`src/rtl/dbg_uart_cmd_engine.sv`:
```
// Byte-stream debug command engine: decodes host frames from the UART RX FIFO into
// dbg_module commands with burst auto-increment, NAK replies and an inter-byte timeout.
module dbg_uart_cmd_engine #(
    parameter int unsigned ADDR_BYTES     = 4,
    parameter int unsigned DATA_BYTES     = 4,
    parameter int unsigned MAX_BURST      = 16,
    parameter int unsigned TIMEOUT_CYCLES = 5000000,
    parameter logic [7:0]  ACK_BYTE       = 8'h01,
    parameter logic [7:0]  END_BYTE       = 8'h02,
    parameter logic [7:0]  NAK_BYTE       = 8'h15
) (
    input  logic                    clk,
    input  logic                    rstn_i,
    input  logic [7:0]              rx_data_i,
    input  logic                    rx_valid_i,
    output logic                    rx_ready_o,
    output logic [7:0]              tx_data_o,
    output logic                    tx_valid_o,
    input  logic                    tx_ready_i,
    output logic [7:0]              dbg_cmd_o,
    output logic [8*ADDR_BYTES-1:0] dbg_addr_o,
    output logic [8*DATA_BYTES-1:0] dbg_data_o,
    input  logic [8*DATA_BYTES-1:0] dbg_data_i,
    input  logic                    dbg_ready_i,
    output logic                    busy_o,
    output logic                    timeout_o
);
    localparam int unsigned AW   = 8*ADDR_BYTES;
    localparam int unsigned DW   = 8*DATA_BYTES;
    localparam int unsigned MAXB = (ADDR_BYTES > DATA_BYTES) ? ADDR_BYTES : DATA_BYTES;
    localparam int unsigned BCW  = (MAXB > 2) ? 2 : 1;
    localparam int unsigned TCW  = $clog2(TIMEOUT_CYCLES + 1);

    typedef enum logic [2:0] {
        S_IDLE, S_CMD_RSP, S_ADDR, S_WDATA, S_EXEC, S_RDATA, S_END, S_ABORT
    } state_t;

    state_t          r_state, w_next;
    logic [7:0]      r_cmd;
    logic            r_nak;
    logic [AW-1:0]   r_addr;
    logic [DW-1:0]   r_wdata;
    logic [DW-1:0]   r_rbuf;
    logic [BCW-1:0]  r_byte_cnt;
    logic [6:0]      r_beat;
    logic [TCW-1:0]  r_to_cnt;
    logic            r_armed;
    logic [7:0]      r_dbg_cmd;
    logic            r_tx_valid;
    logic [7:0]      r_tx_data;

    logic            w_rx_ready, w_busy, w_timeout, w_sending;
    logic            w_accept, w_tx_fire, w_exec_done, w_rx_nak;
    logic            w_last_addr, w_last_data, w_last_beat;
    logic [BCW-1:0]  w_tx_idx;
    logic [7:0]      w_tx_byte;

    assign w_accept    = rx_valid_i && w_rx_ready;
    assign w_tx_fire   = r_tx_valid && tx_ready_i;
    assign w_exec_done = r_armed && dbg_ready_i;
    assign w_last_addr = (r_byte_cnt == BCW'(ADDR_BYTES - 1));
    assign w_last_data = (r_byte_cnt == BCW'(DATA_BYTES - 1));
    assign w_last_beat = (r_beat == {1'b0, r_cmd[5:0]});
    assign w_rx_nak    = rx_data_i[7] && (({1'b0, rx_data_i[5:0]} + 7'd1) > 7'(MAX_BURST));
    assign w_tx_idx    = w_tx_fire ? r_byte_cnt + 1'b1 : r_byte_cnt;

    always_ff @(posedge clk or negedge rstn_i) begin
        if (!rstn_i) r_state <= S_IDLE;
        else         r_state <= w_next;
    end

    always_comb begin
        w_next = r_state;
        case (r_state)
            S_IDLE:    if (w_accept) w_next = S_CMD_RSP;
            S_CMD_RSP: if (w_tx_fire) w_next = r_nak ? S_IDLE : (r_cmd[7] ? S_ADDR : S_EXEC);
            S_ADDR: begin
                if (w_timeout)                     w_next = S_ABORT;
                else if (w_accept && w_last_addr)  w_next = r_cmd[6] ? S_WDATA : S_EXEC;
            end
            S_WDATA: begin
                if (w_timeout)                     w_next = S_ABORT;
                else if (w_accept && w_last_data)  w_next = S_EXEC;
            end
            S_EXEC: begin
                if (w_exec_done) begin
                    if (!r_cmd[7])      w_next = S_END;
                    else if (r_cmd[6])  w_next = w_last_beat ? S_END : S_WDATA;
                    else                w_next = S_RDATA;
                end
            end
            S_RDATA:   if (w_tx_fire && w_last_data) w_next = w_last_beat ? S_END : S_EXEC;
            S_END:     if (w_tx_fire) w_next = S_IDLE;
            S_ABORT:   if (w_tx_fire) w_next = S_IDLE;
            default:   w_next = S_IDLE;
        endcase
    end

    always_comb begin
        w_rx_ready = 1'b0;
        w_sending  = 1'b0;
        w_timeout  = 1'b0;
        w_busy     = (r_state != S_IDLE);
        w_tx_byte  = 8'h00;
        case (r_state)
            S_IDLE: w_rx_ready = 1'b1;
            S_ADDR, S_WDATA: begin
                w_rx_ready = 1'b1;
                w_timeout  = !rx_valid_i && (r_to_cnt == TCW'(TIMEOUT_CYCLES - 1));
            end
            S_CMD_RSP: begin
                w_sending = 1'b1;
                w_tx_byte = r_nak ? NAK_BYTE : ACK_BYTE;
            end
            S_RDATA: begin
                w_sending = 1'b1;
                w_tx_byte = r_rbuf[8*w_tx_idx +: 8];
            end
            S_END: begin
                w_sending = 1'b1;
                w_tx_byte = END_BYTE;
            end
            S_ABORT: begin
                w_sending = 1'b1;
                w_tx_byte = NAK_BYTE;
            end
            default: ;
        endcase
    end

    // The beat counter spans the whole burst, so it only clears while waiting for a new frame.
    always_ff @(posedge clk or negedge rstn_i) begin
        if (!rstn_i) begin
            r_cmd      <= '0;
            r_nak      <= 1'b0;
            r_addr     <= '0;
            r_wdata    <= '0;
            r_rbuf     <= '0;
            r_byte_cnt <= '0;
            r_beat     <= '0;
            r_to_cnt   <= '0;
            r_armed    <= 1'b0;
            r_dbg_cmd  <= '0;
            r_tx_valid <= 1'b0;
            r_tx_data  <= '0;
        end else begin
            if (r_state == S_IDLE) begin
                r_beat <= '0;
                if (w_accept) begin
                    r_cmd <= rx_data_i;
                    r_nak <= w_rx_nak;
                end
            end else if ((w_exec_done && r_cmd[7] && r_cmd[6]) ||
                         (r_state == S_RDATA && w_tx_fire && w_last_data)) begin
                r_beat <= r_beat + 1'b1;
            end

            if (r_state != w_next)
                r_byte_cnt <= '0;
            else if (w_accept || (r_state == S_RDATA && w_tx_fire))
                r_byte_cnt <= r_byte_cnt + 1'b1;

            if (r_state == S_ADDR && w_accept)
                r_addr[8*r_byte_cnt +: 8] <= rx_data_i;
            else if (w_exec_done && r_cmd[7])
                r_addr <= r_addr + AW'(DATA_BYTES);

            if (r_state == S_WDATA && w_accept)
                r_wdata[8*r_byte_cnt +: 8] <= rx_data_i;

            if ((r_state == S_ADDR || r_state == S_WDATA) && !w_accept)
                r_to_cnt <= r_to_cnt + 1'b1;
            else
                r_to_cnt <= '0;

            // Arming one cycle after EXEC entry is what makes a ready on the entry cycle ignored.
            if (r_state == S_EXEC && !r_armed) begin
                r_armed   <= 1'b1;
                r_dbg_cmd <= r_cmd[7] ? {r_cmd[7:6], 6'b0} : r_cmd;
            end else if (w_exec_done) begin
                r_armed   <= 1'b0;
                r_dbg_cmd <= '0;
                r_rbuf    <= dbg_data_i;
            end

            if (r_state != w_next) begin
                r_tx_valid <= 1'b0;
            end else if (w_sending && (!r_tx_valid || w_tx_fire)) begin
                r_tx_valid <= 1'b1;
                r_tx_data  <= w_tx_byte;
            end
        end
    end

    assign rx_ready_o = w_rx_ready;
    assign busy_o     = w_busy;
    assign timeout_o  = w_timeout;
    assign tx_valid_o = r_tx_valid;
    assign tx_data_o  = r_tx_data;
    assign dbg_cmd_o  = r_dbg_cmd;
    assign dbg_addr_o = r_addr;
    assign dbg_data_o = r_wdata;

endmodule

```
`config.mk`:
```
export PLATFORM = sky130hd
export DESIGN_NAME = dbg_uart_cmd_engine
export DESIGN_NICKNAME = d
export VERILOG_FILES = /design/src/rtl/dbg_uart_cmd_engine.sv
export SDC_FILE = /design/constraint.sdc
export NUM_CORES = 1
export LEC_CHECK = 0
export CAP_MARGIN = 20
export CORE_MARGIN = 5
export CORE_UTILIZATION = 25
export CTS_BUF_LIST = sky130_fd_sc_hd__clkbuf_16
export DETAILED_ROUTE_END_ITERATION = 8
export SYNTH_ARGS = -nofsm -noshare
export SYNTH_HDL_FRONTEND = slang
export SYNTH_SLANG_ARGS = --single-unit
export TNS_END_PERCENT = 50
```
`constraint.sdc`:
```
create_clock -name clk -period 8.5 [get_ports clk]
set_input_delay 1.7 -clock clk [delete_from_list [all_inputs] [get_ports clk]]
set_output_delay 1.7 -clock clk [all_outputs]
set_load 0.005 [all_outputs]
```
# --- After elaboration in Yosys (flattened, before gate mapping) ---
# Cells that the tools add are included.
word_totals:
  elab_cells: 113
  out_inout_bits: 84
  reg_bits: 158
  in_bits: 45
classes:
  eq_ne: 11
  bitwise: 2
  shifts: 3
  mux: 39
  add_sub_neg: 6
  n_reduce_logical: 38
  n_lt_le_gt_ge: 1
op_table:
  columns: ["cell", "n"]
  rows:
  - ["32-bit bitwise mux", 2]
  - ["32-bit 2-to-1 mux", 2]
  - ["3-bit 2-to-1 mux", 15]
  - ["5-bit negator with 34-bit output", 1]
  - ["8-bit by 34-bit variable shift with 32-bit output, first input constant", 1]
  - ["8-bit by 34-bit indexed part select with 32-bit output", 1]
  - ["32-bit by 3-bit adder with 32-bit output, second input constant", 1]
  - ["8-bit case mux with 4 select lines", 1]
  - ["32-bit by 6-bit indexed part select with 8-bit output", 1]
  - ["8-bit 2-to-1 mux", 3]
  - ["23-bit by 1-bit adder with 23-bit output, second input constant", 1]
  - ["23-bit == test, second input constant", 1]
  - ["23-bit 2-to-1 mux", 1]
  - ["3-bit case mux with 7 select lines", 1]
  - ["1-bit logical AND", 16]
  - ["7-bit 2-to-1 mux", 2]
  - ["3-bit == test, second input constant", 4]
  - ["2-bit nonzero test", 5]
  - ["2-bit 2-to-1 mux", 4]
  - ["6-bit by 1-bit adder with 7-bit output, second input constant", 1]
  - ["7-bit by 1-bit adder with 7-bit output, second input constant", 1]
  - ["7-bit by 6-bit == test with 1-bit output", 1]
  - ["7-bit by 5-bit > comparator with 1-bit output, second input constant", 1]
  - ["1-bit 2-to-1 mux", 7]
  - ["15 further kinds", 26]

# --- Depth between registers and ports, before layout ---
# Gate-level depths: netlist (run 1).
logic_depth:
  ltp_word: 11
  ltp_mapped: 10
  mapped_depth_nobuf: 8

# --- Worst setup path before layout (run 1) ---
# Ideal clock, no wire load.
synth_path:
  kind: "input to output"
  from: "input rx_valid_i"
  to: "output timeout_o"
  t_arrival_ns: 2.707
  n_path_buf: 3
  cell_stages: 6
  setup_slack_ns: 4.093
  required_time_ns: 6.800
  cell_sequence: "buf_6 > or3b_1 > buf_2 > nor4_2 > and4_1 > buf_4"
synth_between:
  elab_chain_len: 3
synth_lines:
  columns: ["element", "line", "source"]
  rows:
  - ["start, declared", "15", "input logic rx_valid_i,"]
  - ["1-bit logical NOT", "109", "w_timeout = !rx_valid_i && (r_to_cnt == TCW'(TIMEOUT_CYCLES - 1));"]
  - ["1-bit logical AND", "109", null]
  - ["1-bit 2-to-1 mux", "105", "case (r_state)"]
  - ["end, declared", "26", "output logic timeout_o"]
# No other way between the ends.

# --- Worst setup path in the final report (run 1) ---
# Ends and elaborated chain as after synthesis.

==> run metrics, run 1 <==
fmax 170 MHz; library cells used by synthesis 63; Clock Root Buffer clkbuf_16; die area 0.0350 mm²; initial drt markers 538; critical path's slowest cell or3b_1; RR Endpoint tx_data_o[6]; antenna cells 0; ys async rst share 100%; Synth area leader dfrtp_1; main area contributors after synthesis dfrtp_1 50%, mux2_2 5.9%, nand2_1 5.5%; syn nets 838; hold endpoint dbg_data_o[18]; r2r setup slk 4.80 ns; largest net degree at the start of global routing 84; Pins Over Slew Limit 0; CP Capture Type primary output; Final Cell Area 0.0101 mm²; RePlAce Congestion 0.806; maximum clock path buffer count 2; status completed; Die Y 187 µm; RSZ-0062 raised after global routing no; Placement Cell Area 0.00951 mm²; slew margin rel. 28.3%; H-tree levels 4; post-cts hold buffer count 0; total CTS buffers 17; ys flop type dfrtp_1; Syn Std Cell Area 0.00785 mm²; Synth top area share 50.4%; final hold viol count 0; post-route setup slack 2.60 ns; fin crit share 69.4%; Worst Hold Depth 2; global-route wire length before repair 35.6 mm; DP Worst Slack 2.61 ns; hold_sp dbg_data_o[18]; MaxCap Viol Count 0; vias in the first global route 6258; Total Routing Usage GR 12.6%; CTS tree done; Slew @ Worst Pin 1.07 ns; crit path launch type input pin; drt first pass iters 5; Fillers 3110; Nets 949; vias per inst 4.81; most common cell after layout, fill and taps aside dfrtp_1; mean post-synth cell area 10.0 µm²; number of synthesized flops with an enable pin 0; initial antenna violation count 0; Final Skew 0.0106 ns; FF+latch count, synth 158; arrival time at the worst endpoint 4.20 ns; Worst Path Class, Setup in -> out; Core Util, Final 32.8%; # resized after CTS 0; most frequent cells in the layout 158 x dfrtp_1, 127 x clkdlybuf4s50_1, 114 x nand2_1; total setup buffers inserted after CTS 0; layout cells sized above 1 11.6%; crit path max fanout 24; area of the multi-input gates 0.00367 mm²; clock edge transition at the registers on the reported setup and hold paths 0.07 ns; CP Cell Sequence clkdlybuf4s50_1, or3b_1, nor4_2, and4_1, clkdlybuf4s50_1; Hold Path Class reg -> reg; power per cell area 273 mW/mm²; Setup violations, final 0; via count 6281; synth warn 0; Peak VDD IR 0.142 mV; # IOs 129; Worst path max stage delay 0.76 ns; total wire length 22.1 mm; number of remaining DRC errors 0; r2r startpoint r_state[2]; Most common cell on crit path clkdlybuf4s50_1; CORE AREA 0.0308 mm²; cells on worst reg2reg path 7; post-DP HPWL 15.8 mm; TritonCTS Sinks 158; critical path buffer and inverter count 2; setup TNS 0 ns; DR WL/cell 16.9 µm; die width 187 µm; register area 0.00395 mm²; Critical Path RT 6.80 ns; Layout area overhead 29.0%; Gate Count Post-Synth 785; register area share after synthesis 50.4%; Initial Util 25.5%; P_leak 4.03 nW; GRT overflow 0; number of port buffers 128; CP delay by family, top simple AND/OR/NAND/NOR gates; CP startpoint rx_valid_i; Clk Latency, worst-skew pair 0.43 ns; Period minus WS final 5.90 ns; hold slack 0.480 ns; Site Rows 64; post-route antenna net violation count 0
-- per-stage QoR --
step / power (W) / std cells
final: 0.00276 / 1305
after global routing: 0.00294 / 1305
after detailed placement: 0.00198 / 1271
after CTS: 0.00280 / 1303
after global placement: 0.00196 / 1270
after floorplan: 0.00161 / 785
-- where the power goes --
group / internal (W) / switching [W]
clock network: 0.000467 / 0.000334
logic: 0.000467 / 0.000361
registers: 0.000942 / 0.000192
total: 0.00188 / 0.000887
-- cell families (layout without fill, tap and decap cells) --
| family | count (synthesis) | in the layout | share of synthesized area, % |
|---|---|---|---|
| xor gates and xnor gates | 36 | 36 | 4.11 |
| muxes | 61 | 61 | 10.0 |
| buffers and inverters | 60 | 184 | 3.03 |
| and+or+nand+nor | 307 | 307 | 19.0 |
| DFF | 158 | 158 | 50.4 |
| AOI/OAI and AO/OA | 155 | 155 | 12.1 |
| adders and majority gates | 8 | 8 | 1.28 |
-- worst max-delay path by stage --
stage / end / slack (ns) / cells past startpoint
2_1_floorplan: timeout_o / 4.09 / 6
3_3_place_gp: timeout_o / 2.59 / 5
3_5_place_dp: timeout_o / 2.61 / 5
4_1_cts: timeout_o / 2.59 / 5
5_1_grt: timeout_o / 2.41 / 5
6_report: timeout_o / 2.60 / 5
-- Yosys cell counts (all sizes together) (11+ instances only) --
master	n
o21ai	66
dfrtp	158
xor2	16
mux2	46
clkbuf	32
and3	15
nor3	14
inv	16
nor3b	11
nand3	23
buf	12
nor2	68
nand2	114
a21oi	33
xnor2	20
and2	11
-- layout make-up --
cell class | count | area share (%)
timing repair buffer | 136 | 13.2
inverter | 16 | 0.593
clock inverter | 15 | 1.82
tap | 396 | 4.89
clock buffer | 17 | 4.20
multi-input combinational | 567 | 36.2
sequential | 158 | 39.0
-- worst register-to-register path: cells and delay by family, from the launching register on --
kind	cells	cell delay [ns]
AND/OR/NAND/NOR	5	2.08
flip-flops	1	0.80
multiplexers	2	0.71
-- flip-flops by register name (all words and copies together) (netlist names) --
register / flops
r_nak: 1
dbg_cmd_o: 8
r_cmd: 8
r_to_cnt: 23
r_armed: 1
r_rbuf: 32
tx_data_o: 8
r_beat: 7
tx_valid_o: 1
r_byte_cnt: 2
dbg_addr_o: 32
dbg_data_o: 32
r_state: 3
-- routing by layer --
layer / GRT usage (%) / vias up / part of all wire, %
met3: 4.03 / 11 / 7.3
met1: 17.7 / 3063 / 47
li1: - / 3001 / -
met4: 2.05 / 0 / 0.61
met2: 19.4 / 206 / 45
met5: 0 / - / 0
Note: power is estimated with default switching activity, not from simulation.
==> inputs of run 2 (changes only) <==
- clock period: 8.5 -> 6 ns (I/O delays scaled with it)
==> run 2 against run 1 <==
Critical path depth is the same. Flip-flop and latch count is the same. Final area grew 0.20%. Routed wire length grew 1.1%. Cell count is essentially flat. Non-clock buffer count grew 1. Utilization grew 0.065 points. Sequential share of layout area shrank 0.077 points. Critical endpoint unchanged. Largest cell class unchanged. Highest routed layer unchanged.
==> run metrics, run 2 (synthesis gave the netlist of run 1 again) <==
status completed; vias in the first global route 6177 (-1.3%); r2r setup slk 2.24 ns (-2.56 ns); most common cell after layout, fill and taps aside dfrtp_1; CTS tree done; CP Cell Sequence clkdlybuf4s50_1, or3b_1, nor4_2, and4_1, clkdlybuf4s50_1; metal2 WL 9.98 mm (+1.3%); P_leak 4.04 nW (+0.32%); clock share of power 28.8% (-0.2 points); post-cts hold buffer count 0 (unchanged); GRT overflow 0 (unchanged); # IOs 129 (unchanged); hold endpoint dbg_data_o[20]; Period minus WS final 4.96 ns; clock edge transition at the registers on the reported setup and hold paths 0.07 ns (about the same); Seq pwr share 41.1% (about the same); DR WL/cell 17.1 µm (+1.1%); total setup buffers inserted after CTS 0 (unchanged); total wire length 22.4 mm (+1.1%); Switch Pwr 0.00128 W (+44%); via count 6287 (+0.096%); global-route wire length before repair 35.9 mm (+0.76%); number of port buffers 128 (unchanged); setup TNS 0 ns (unchanged); r2r startpoint r_state[2]; slew margin rel. 26.0% (-2.3 points); Pins Over Slew Limit 0 (unchanged); Hold Path Class reg -> reg; Final Instance Count excl. Fillers 1306 (+0.077%); arrival time at the worst endpoint 3.76 ns (-0.44 ns); antenna cells 0 (unchanged); hold_sp dbg_data_o[20]; Peak VDD IR 0.199 mV (+40%); drt first pass iters 5 (unchanged); Site Rows 64 (unchanged); largest net degree at the start of global routing 113 (+35%); Core Util, Final 32.9% (+0.065 points); RePlAce Congestion 0.829 (+2.8%); most frequent cells in the layout 158 x dfrtp_1, 127 x clkdlybuf4s50_1, 114 x nand2_1; Nets 950 (+0.11%); fin crit share 82.7%; Layout area overhead 29.3%; initial drt markers 482 (-10%); RSZ-0062 raised after global routing no; number of remaining DRC errors 0 (unchanged); crit path launch type input pin; crit path max fanout 24 (unchanged); combinational power share 30.1% (about the same); Final Skew 0.0117 ns (+0.00102 ns); switch share 32.8% (+0.68 points); Worst Path Class, Setup in -> out; die width 187 µm (unchanged); layout cells sized above 1 11.6% (+0.097 points); CP Capture Type primary output; MaxCap Viol Count 0 (unchanged); Clock Root Buffer clkbuf_16; power per cell area 385 mW/mm² (+41%); die area 0.0350 mm² (unchanged); initial antenna violation count 0 (unchanged); # resized after CTS 0 (unchanged); met3 wire length 1.47 mm (-9.6%); fmax 201 MHz; Die Y 187 µm (unchanged); H-tree levels 4 (unchanged); vias per inst 4.81 (about the same); cell-internal power 0.00262 W (+40%); Initial Util 25.5% (unchanged); Worst path max stage delay 0.78 ns (+0.02 ns); final hold viol count 0 (unchanged); post-DP HPWL 15.9 mm (+0.90%); maximum clock path buffer count 2 (unchanged); Total Routing Usage GR 12.8% (+0.17 points); post-route antenna net violation count 0 (unchanged); RR Endpoint tx_data_o[3]; cells on worst reg2reg path 7 (unchanged); Met1 Routed Length 10.7 mm (+1.6%); Top Metal Used met4; Setup violations, final 0 (unchanged); critical path's slowest cell or3b_1; total CTS buffers 17 (unchanged); Critical Path RT 4.80 ns (-2.00 ns); Worst Hold Depth 2 (unchanged); Most common cell on crit path clkdlybuf4s50_1; TritonCTS Sinks 158 (unchanged); dpl cells 1271 (unchanged); CORE AREA 0.0308 mm² (unchanged); Clk Latency, worst-skew pair 0.43 ns (about the same); Slew @ Worst Pin 1.08 ns (+0.00528 ns)
## run 2: cell types whose count changed in the layout (fill, tap and decap cells not counted), sizes merged
cell / before / now
clkinvlp: 3 / 2
inv: 21 / 22
clkbuf: 17 / 18
clkinv: 4 / 5
bufinv: 3 / 2
## run 2: final cells by class
class | count | area [µm²]
Fill cell | 3170 | 20700
Sequential cell | 158 | 3950
Multi-Input combinational cell | 567 | 3670
Timing Repair Buffer | 137 | 1360
Tap cell | 396 | 495
Clock buffer | 17 | 425
Clock inverter | 15 | 179
Inverter | 16 | 60.1
## run 2: per-layer routing
metal  track usage (%)  vias up
li1                  -     3009
met1              18.1     3050
met2              19.2      210
met3              3.70       18
met4              3.19        0
met5                 0        -
## run 2: power by group through the flow
stage	combinational, W	clock, W	sequential (W)
2_1_floorplan	0.000765	0	0.00151
3_3_place_gp	0.00117	0	0.00161
3_5_place_dp	0.00119	0	0.00163
4_1_cts	0.00120	0.00115	0.00161
5_1_grt	0.00131	0.00120	0.00165
6_report	0.00118	0.00112	0.00161
## run 2: through the flow
step	hold WS [ns]	total power (W)	instance area (µm²)	setup WS [ns]
finish	0.477	0.00390	10100	1.04
global route	0.503	0.00416	10100	0.822
CTS	0.485	0.00396	10100	1.04
detailed placement	0.470	0.00282	9500	1.05
global placement	0.463	0.00278	9490	1.09
floorplan	0.455	0.00228	7850	2.51
## run 2: critical path: cells and delay by family
| kind | cells | cell delay, ns |
|---|---|---|
| buffers and inverters | 2 | 1.15 |
| and+or+nand+nor | 3 | 1.40 |
## run 2: worst max path at each step
stage	start	endpoint	slack (ns)	cells past startpoint
after floorplan	rx_valid_i	tx_data_o[3]	2.51	10
after global placement	rx_valid_i	timeout_o	1.09	5
after detailed placement	rx_valid_i	timeout_o	1.05	5
after CTS	rx_valid_i	timeout_o	1.04	5
after global routing	rx_valid_i	timeout_o	0.82	5
final	rx_valid_i	timeout_o	1.04	5
